## src/rtl/serial_adder_pkg.sv

```systemverilog
`default_nettype none
// ============================================================================
// Module      : serial_adder_pkg
// Description : Shared types and constants for the bit-serial adder: FSM state
//               encoding, default operand width and a ready-state helper.
// Revision    : 1.0 - initial release
// ============================================================================
package serial_adder_pkg;

  // Default operand/sum width used by serial_adder
  localparam int SERIAL_ADD_W = 8;

  // FSM state encoding
  typedef enum logic [1:0] {
    IDLE = 2'd0,
    RUN  = 2'd1,
    DONE = 2'd2
  } state_t;

  // A new request can be accepted in IDLE and, for back-to-back use, in DONE
  function automatic logic is_ready(input state_t s);
    return (s == IDLE) || (s == DONE);
  endfunction

endpackage
`default_nettype wire

```

## src/rtl/fulladder.sv

```systemverilog
`default_nettype none
// ============================================================================
// Module      : fulladder
// Description : Single-bit combinational full adder.
// Revision    : 1.0 - initial release
// ============================================================================
module fulladder (
  input  logic a,
  input  logic b,
  input  logic cin,
  output logic sum,
  output logic carry
);

  assign sum   = a ^ b ^ cin;
  assign carry = (a & b) | (a & cin) | (b & cin);

endmodule
`default_nettype wire

```

## src/rtl/serial_adder.sv

```systemverilog
`default_nettype none
// ============================================================================
// Module      : serial_adder
// Description : Bit-serial WIDTH-bit adder. Operands are captured on an
//               accepted start strobe, one bit is resolved per clock through a
//               single fulladder with a registered carry, and the parallel sum
//               and carry-out are registered with a one-cycle done pulse.
// Revision    : 1.0 - initial release
// ============================================================================
module serial_adder
  import serial_adder_pkg::*;
#(
  parameter int WIDTH = SERIAL_ADD_W
) (
  input  logic             clk,
  input  logic             rst_n,
  input  logic             start,
  input  logic [WIDTH-1:0] a,
  input  logic [WIDTH-1:0] b,
  input  logic             cin,
  output logic             busy,
  output logic             done,
  output logic [WIDTH-1:0] sum,
  output logic             cout
);

  localparam int               CNT_W    = $clog2(WIDTH);
  localparam logic [CNT_W-1:0] CNT_LAST = CNT_W'(WIDTH - 1);

  // FSM state and registered status outputs
  state_t state_q, state_d;
  logic   busy_q,  busy_d;
  logic   done_q,  done_d;

  // Datapath registers. part_q holds the upper WIDTH-1 bits of the partial
  // sum; the bit shifted out at the bottom is never needed, so it is not kept.
  logic [WIDTH-1:0] a_q,     a_d;
  logic [WIDTH-1:0] b_q,     b_d;
  logic             carry_q, carry_d;
  logic [CNT_W-1:0] cnt_q,   cnt_d;
  logic [WIDTH-2:0] part_q,  part_d;
  logic [WIDTH-1:0] sum_q,   sum_d;
  logic             cout_q,  cout_d;

  logic             fa_s;
  logic             fa_c;
  logic             accept;
  logic             last_bit;
  logic [WIDTH-1:0] part_next;

  // One-bit adder cell working on the current LSBs and the stored carry
  fulladder u_fulladder (
    .a     (a_q[0]),
    .b     (b_q[0]),
    .cin   (carry_q),
    .sum   (fa_s),
    .carry (fa_c)
  );

  assign accept    = start && is_ready(state_q);
  assign last_bit  = (state_q == RUN) && (cnt_q == CNT_LAST);
  assign part_next = {fa_s, part_q};

  // State register plus registered status flags
  always_ff @(posedge clk or negedge rst_n) begin
    if (!rst_n) begin
      state_q <= IDLE;
      busy_q  <= 1'b0;
      done_q  <= 1'b0;
    end else begin
      state_q <= state_d;
      busy_q  <= busy_d;
      done_q  <= done_d;
    end
  end

  // Next-state logic
  always_comb begin
    state_d = state_q;
    case (state_q)
      IDLE:    if (start) state_d = RUN;
      RUN:     if (last_bit) state_d = DONE;
      DONE:    state_d = start ? RUN : IDLE;
      default: state_d = IDLE;
    endcase
  end

  // Status flags follow the state being entered so they are flop outputs
  always_comb begin
    busy_d = (state_d == RUN);
    done_d = (state_d == DONE);
  end

  // Datapath next values: load on accept, shift one bit per RUN cycle
  always_comb begin
    a_d     = a_q;
    b_d     = b_q;
    carry_d = carry_q;
    cnt_d   = cnt_q;
    part_d  = part_q;
    sum_d   = sum_q;
    cout_d  = cout_q;
    if (accept) begin
      a_d     = a;
      b_d     = b;
      carry_d = cin;
      cnt_d   = '0;
      part_d  = '0;
    end else if (state_q == RUN) begin
      a_d     = a_q >> 1;
      b_d     = b_q >> 1;
      carry_d = fa_c;
      cnt_d   = cnt_q + CNT_W'(1);
      part_d  = part_next[WIDTH-1:1];
      // Result registers only move on the final bit
      if (last_bit) begin
        sum_d  = part_next;
        cout_d = fa_c;
      end
    end
  end

  // Datapath registers
  always_ff @(posedge clk or negedge rst_n) begin
    if (!rst_n) begin
      a_q     <= '0;
      b_q     <= '0;
      carry_q <= 1'b0;
      cnt_q   <= '0;
      part_q  <= '0;
      sum_q   <= '0;
      cout_q  <= 1'b0;
    end else begin
      a_q     <= a_d;
      b_q     <= b_d;
      carry_q <= carry_d;
      cnt_q   <= cnt_d;
      part_q  <= part_d;
      sum_q   <= sum_d;
      cout_q  <= cout_d;
    end
  end

  assign busy = busy_q;
  assign done = done_q;
  assign sum  = sum_q;
  assign cout = cout_q;

endmodule
`default_nettype wire

```

## config.mk

```make
export PLATFORM = sky130hd
export DESIGN_NAME = serial_adder
export DESIGN_NICKNAME = d
export VERILOG_FILES = /design/src/rtl/serial_adder_pkg.sv /design/src/rtl/fulladder.sv /design/src/rtl/serial_adder.sv
export SDC_FILE = /design/constraint.sdc
export NUM_CORES = 1
export LEC_CHECK = 0
export ABC_AREA = 1
export CAP_MARGIN = 40
export CORE_MARGIN = 4
export CORE_UTILIZATION = 55
export DETAILED_ROUTE_END_ITERATION = 12
export GPL_ROUTABILITY_DRIVEN = 1
export GPL_TIMING_DRIVEN = 0
export MAX_ROUTING_LAYER = met4
export PLACE_DENSITY = 0.82
export SYNTH_ARGS = -nofsm -noshare
export SYNTH_HDL_FRONTEND = slang
export SYNTH_SLANG_ARGS = --single-unit
```

## constraint.sdc

```tcl
create_clock -name clk -period 2 [get_ports clk]
set_clock_uncertainty 0.1 [all_clocks]
set_input_delay 0.3 -clock clk [delete_from_list [all_inputs] [get_ports clk]]
set_output_delay 0.3 -clock clk [all_outputs]
set_load 0.05 [all_outputs]
```

==> results of run 1 <==
==> logic make-up (layout without fill, tap and decap cells) <==
group | count (synthesis) | after routing | share of synthesized area [%]
flip-flops | 40 | 40 | 55.1
buffers and inverters | 22 | 61 | 8.47
AO/OA/AOI/OAI | 4 | 4 | 1.10
adder cells (fa/ha/maj) | 3 | 3 | 2.48
AND/OR/NAND/NOR | 132 | 132 | 32.9
==> Yosys cell counts <==
cell	n	share of area, %
buf_4	1	0.41
buf_6	9	5.6
dfrtp_1	40	55
fa_1	1	1.1
ha_1	2	1.4
inv_1	9	1.9
inv_2	3	0.62
nand2_1	83	17
nand2_2	1	0.34
nand2_4	2	1.2
nand3_1	42	12
nor2_1	1	0.21
nor2_4	2	1.2
nor2_8	1	1.1
o21ai_1	4	1.1
==> metal layers <==
layer	up-vias	part of all wire, %
met5	-	0
met4	0	1.4
met3	7	4.5
met2	27	49
met1	702	45
li1	715	-
==> stage by stage <==
| stage | cell area, um^2 | hold slack [ps] |
|---|---|---|
| after floorplan | 1820 | -95.6 |
| after global placement | 2170 | 352 |
| after detailed placement | 2190 | 118 |
| after CTS | 2240 | 272 |
| after global routing | 2240 | 300 |
| final | 2240 | 282 |
==> registers in the layout, summed over array words and instances, names as in the netlist <==
signal   count
done         1
part_q       7
b_q          8
sum          8
state_q      2
busy         1
cout         1
a_q          8
cnt_q        3
carry_q      1
==> layout make-up <==
| type | count | area, um^2 | area share, % |
|---|---|---|---|
| clock buffers | 6 | 41.3 | 1.84 |
| well taps | 44 | 55.1 | 2.45 |
| plain buffers | 10 | 109 | 4.85 |
| repair buffers | 32 | 325 | 14.5 |
| clock inverters | 1 | 5.00 | 0.223 |
| inverters | 12 | 45.0 | 2.01 |
| flip-flops and latches | 40 | 1000 | 44.6 |
| multi-input cells | 139 | 662 | 29.5 |
==> path summary, 6_finish.rpt <==
path / end / startpoint / slack, ps / cells past startpoint
worst max-delay path: sum[6] / sum[6] / 80 / 1
worst min-delay path: cnt_q[0] / rst_n / 280 / 2
worst max register to register: sum[5] / cnt_q[0] / 560 / 6
worst min register to register: cout / cout / 380 / 2
max in group asynchronous: sum[4] / rst_n / 1080 / 3
min in group clk: b_q[7] / b[7] / 380 / 3
==> power by group <==
part | switching [W] | total (W) | internal (W)
combinational | 0.00113 | 0.00184 | 0.000709
clock | 0.000249 | 0.000379 | 0.000130
sequential | 0.000209 | 0.00139 | 0.00118
==> metrics.txt, run 1 <==
kind of critical path=register to primary output; most frequent cells in the layout=nand2_1, nand3_1, dfrtp_1, clkdlybuf4s50_1; core area=3100 um^2; sequential area share after synthesis=55.1%; IO Port Bufs=30; area grow syn2layout=23.5%; first-pass GRT wire length=6090 um; Inst Count DP=276; most common cell after layout, fill and taps aside=nand2_1; via count=1,451; Non-Filler Instances=284; Die Area=4290 um^2; Antenna diodes=0; Die X-Extent=65.5 um; CTS max path bufs=2; Startpoint Class=register; clk root buf=clkbuf_4; Synth Instances=201; crit path DAT=1520 ps; post-cts sizing count=0; routing usage on met1=23.6%; Yosys cell types=15; mean routed wirelength per cell=12.5 um; Starting Density=58.5%; largest net degree at the start of global routing=28; kind of cell adding the most delay to the critical path=buffers and inverters; met2 Usage GRT=30.7%; worst slew pin tran=496 ps; CTS tree=yes; Worst path slowest cell=clkdlybuf4s50_1; worst min-delay path class=primary input to asynchronous set/reset pin; Tot Pwr=0.00360 W; clk sinks=40; gr usage total=19.6%; Leak Pwr=1.14 nW; I/O pin cnt=31; CP bufs+invs=1; Cell Pwr Density=1610 nW/um^2; drt pass-1 iters=4; Fmax=520 MHz; mapped cell area=1820 um^2; grt ovf=0; TritonCTS Buffers=5; synthesized area per cell=9.04 um^2; Layout Utilization=72.3%; crit-path max FO=2; fraction of met3 tracks used by global routing=6.67%; Setup WS pre-CTS=402 ps; postcts setup bufs=0; VDD IR max=752 uV; Post-Synthesis Net Count=224; outcome=completed; vias in the first global route=1,362; setup_tns=0 ps; grt peak-use layer=met2; final hold viol count=0; Antenna Nets Post-Route=0; # rows=20; CTS H-tree depth=2; Max-slew headroom=66.8%; Post-CTS Hold Fix Bufs=1; GPL Wtd Cong=0.822; MaxCap Viol Count=0; layout cells sized above 1=11.3%; Final Worst Setup Slack=78.3 ps; CP endpoint kind=primary output; crit-path cells=clkdlybuf4s50_1; vias per std cell=5.11; RSZ-0062 raised after global routing=false; final wirelength=3540 um; Final Critical Period=1920 ps; critical path required time=1600 ps; DRC violations left=0; Clock Pin Slew Worst Setup and Hold Paths=110 ps; Final #Nets=263; slowest stage delay, CP=810 ps; initial antenna violation count=0; Skew-Pair Late Insertion Delay=340 ps; filler cell count=264; final setup violation count=0; Die Ht=65.5 um; DRT iter0 DRCs=97; post-DP HPWL=2570 um; YS warnings=0; fin. max-slew vios=0; fin crit share=96.1%; Yosys reg bits=40
(Power assumes the default switching activity.)
==> run 2, diff against run 1 <==
Settings changed: CAP_MARGIN 40 to not set, MAX_ROUTING_LAYER met4 to not set.
==> run 2 against run 1 <==
Effect of this change:
- die area unchanged
- sequential share of layout area about the same
- design area about the same
- power up 1.2%
- wire length down 2.5%
- utilization about the same
==> metrics.txt, run 2 (synthesis gave the netlist of run 1 again) <==
outcome=completed; I/O pin cnt=31 (unchanged); CTS max path bufs=2 (unchanged); Post-CTS Hold Fix Bufs=1 (unchanged); drt pass-1 iters=4 (unchanged); clk root buf=clkbuf_4; area grow syn2layout=23.4% (about the same); mean routed wirelength per cell=12.2 um (-2.1%); Clock Pin Slew Worst Setup and Hold Paths=110 ps (about the same); post-cts sizing count=0 (unchanged); TritonCTS Buffers=5 (unchanged); Final Critical Period=1900 ps (-19.1 ps); Non-Filler Instances=283 (-0.35%); Die X-Extent=65.5 um (unchanged); met3 wire len=145 um (-8.8%); postcts setup bufs=0 (unchanged); GPL Wtd Cong=0.811 (-1.4%); CTS H-tree depth=2 (unchanged); gr usage total=18.4% (-1.1 points); CP bufs+invs=1 (unchanged); critical path required time=1600 ps (about the same); DRC violations left=0 (unchanged); Layout Utilization=72.3% (about the same); slowest stage delay, CP=800 ps (about the same); Die Ht=65.5 um (unchanged); CTS tree=yes; crit path DAT=1500 ps (-20 ps); # rows=20 (unchanged); grt ovf=0 (unchanged); worst slew pin tran=856 ps (+360 ps); core area=3100 um^2 (unchanged); fin crit share=95.1% (-0.95 points); top sig layer=met4; initial antenna violation count=0 (unchanged); Skew-Pair Late Insertion Delay=330 ps (about the same); Worst path slowest cell=clkdlybuf4s50_1; Starting Density=58.5% (unchanged); Die Area=4290 um^2 (unchanged); kind of cell adding the most delay to the critical path=buffers and inverters; MaxCap Viol Count=0 (unchanged); VDD IR max=818 uV (+8.9%); RSZ-0062 raised after global routing=false; WL met2=1730 um (-0.23%); clk sinks=40 (unchanged); Max-slew headroom=43.0% (-24 points); fin. max-slew vios=0 (unchanged); DRT iter0 DRCs=88 (-9.3%); most common cell after layout, fill and taps aside=nand2_1; Startpoint Class=register; Antenna Nets Post-Route=0 (unchanged); Leak Pwr=1.14 nW (about the same); vias per std cell=5.09 (-0.41%); Inst Count DP=275 (-0.36%); crit-path cells=clkdlybuf4s50_1; vias in the first global route=1,397 (+2.6%); via count=1,440 (-0.76%); Final #Nets=262 (-0.38%); Cell Pwr Density=1630 nW/um^2 (+1.2%); most frequent cells in the layout=nand2_1, nand3_1, dfrtp_1, clkdlybuf4s50_1; Tot Pwr=0.00365 W (+1.2%); layout cells sized above 1=11.3% (+0.047 points); post-DP HPWL=2450 um (-4.7%); final hold viol count=0 (unchanged); largest net degree at the start of global routing=41 (+46%); CP endpoint kind=primary output; worst min-delay path class=register to register; final setup violation count=0 (unchanged); DRT met1 WL=1520 um (-4.8%); kind of critical path=register to primary output; crit-path max FO=2 (unchanged); IO Port Bufs=30 (unchanged); first-pass GRT wire length=6040 um (-0.79%); Fmax=526 MHz (+1.0%); Antenna diodes=0 (unchanged); final wirelength=3450 um (-2.5%)
## run 2: cell types whose count changed in the layout (fill, tap and decap cells not counted)
cell,change
clkbuf_8,+2
clkinv_2,-1
buf_12,-1
clkbuf_1,-1
## run 2: per-stage QoR
stage / hold WS, ps / setup WS (ps) / TNS [ps] / area [um^2]
finish: 379 / 97.4 / 0 / 2240
CTS: 383 / 78.6 / 0 / 2240
global route: 393 / 29.6 / 0 / 2240
global placement: 352 / -396 / -15760 / 2170
detailed placement: 358 / 409 / 0 / 2170
floorplan: -95.6 / 676 / 0 / 1820
## run 2: routing by layer
metal | track usage (%) | vias up
li1 | - | 715
met1 | 23.5 | 682
met2 | 30.6 | 35
met3 | 3.59 | 8
met4 | 7.77 | 0
met5 | 0 | -
## run 2: layout make-up
type,instances,area [um^2]
multi-input cells,139,662
plain buffers,10,109
clock buffers,7,65.1
fillers,264,861
repair buffers,31,305
flip-flops and latches,40,1000
well taps,44,55.1
inverters,12,45.0
## run 2: path summary, 6_finish.rpt
path                           from   endpoint  slack, ps  cells past startpoint
setup / recovery             sum[2]     sum[2]        100                      1
hold / removal               sum[7]     sum[7]        380                      2
setup reg to reg           cnt_q[0]     sum[6]        530                      6
hold reg to reg              sum[7]     sum[7]        380                      2
max in group asynchronous     rst_n    carry_q        770                      2
min in group asynchronous     rst_n  part_q[5]        500                      2
## run 2: where the power goes
part           switching, W  internal (W)
Combinational       0.00112      0.000706
Sequential         0.000204       0.00118
Clock              0.000236      0.000199
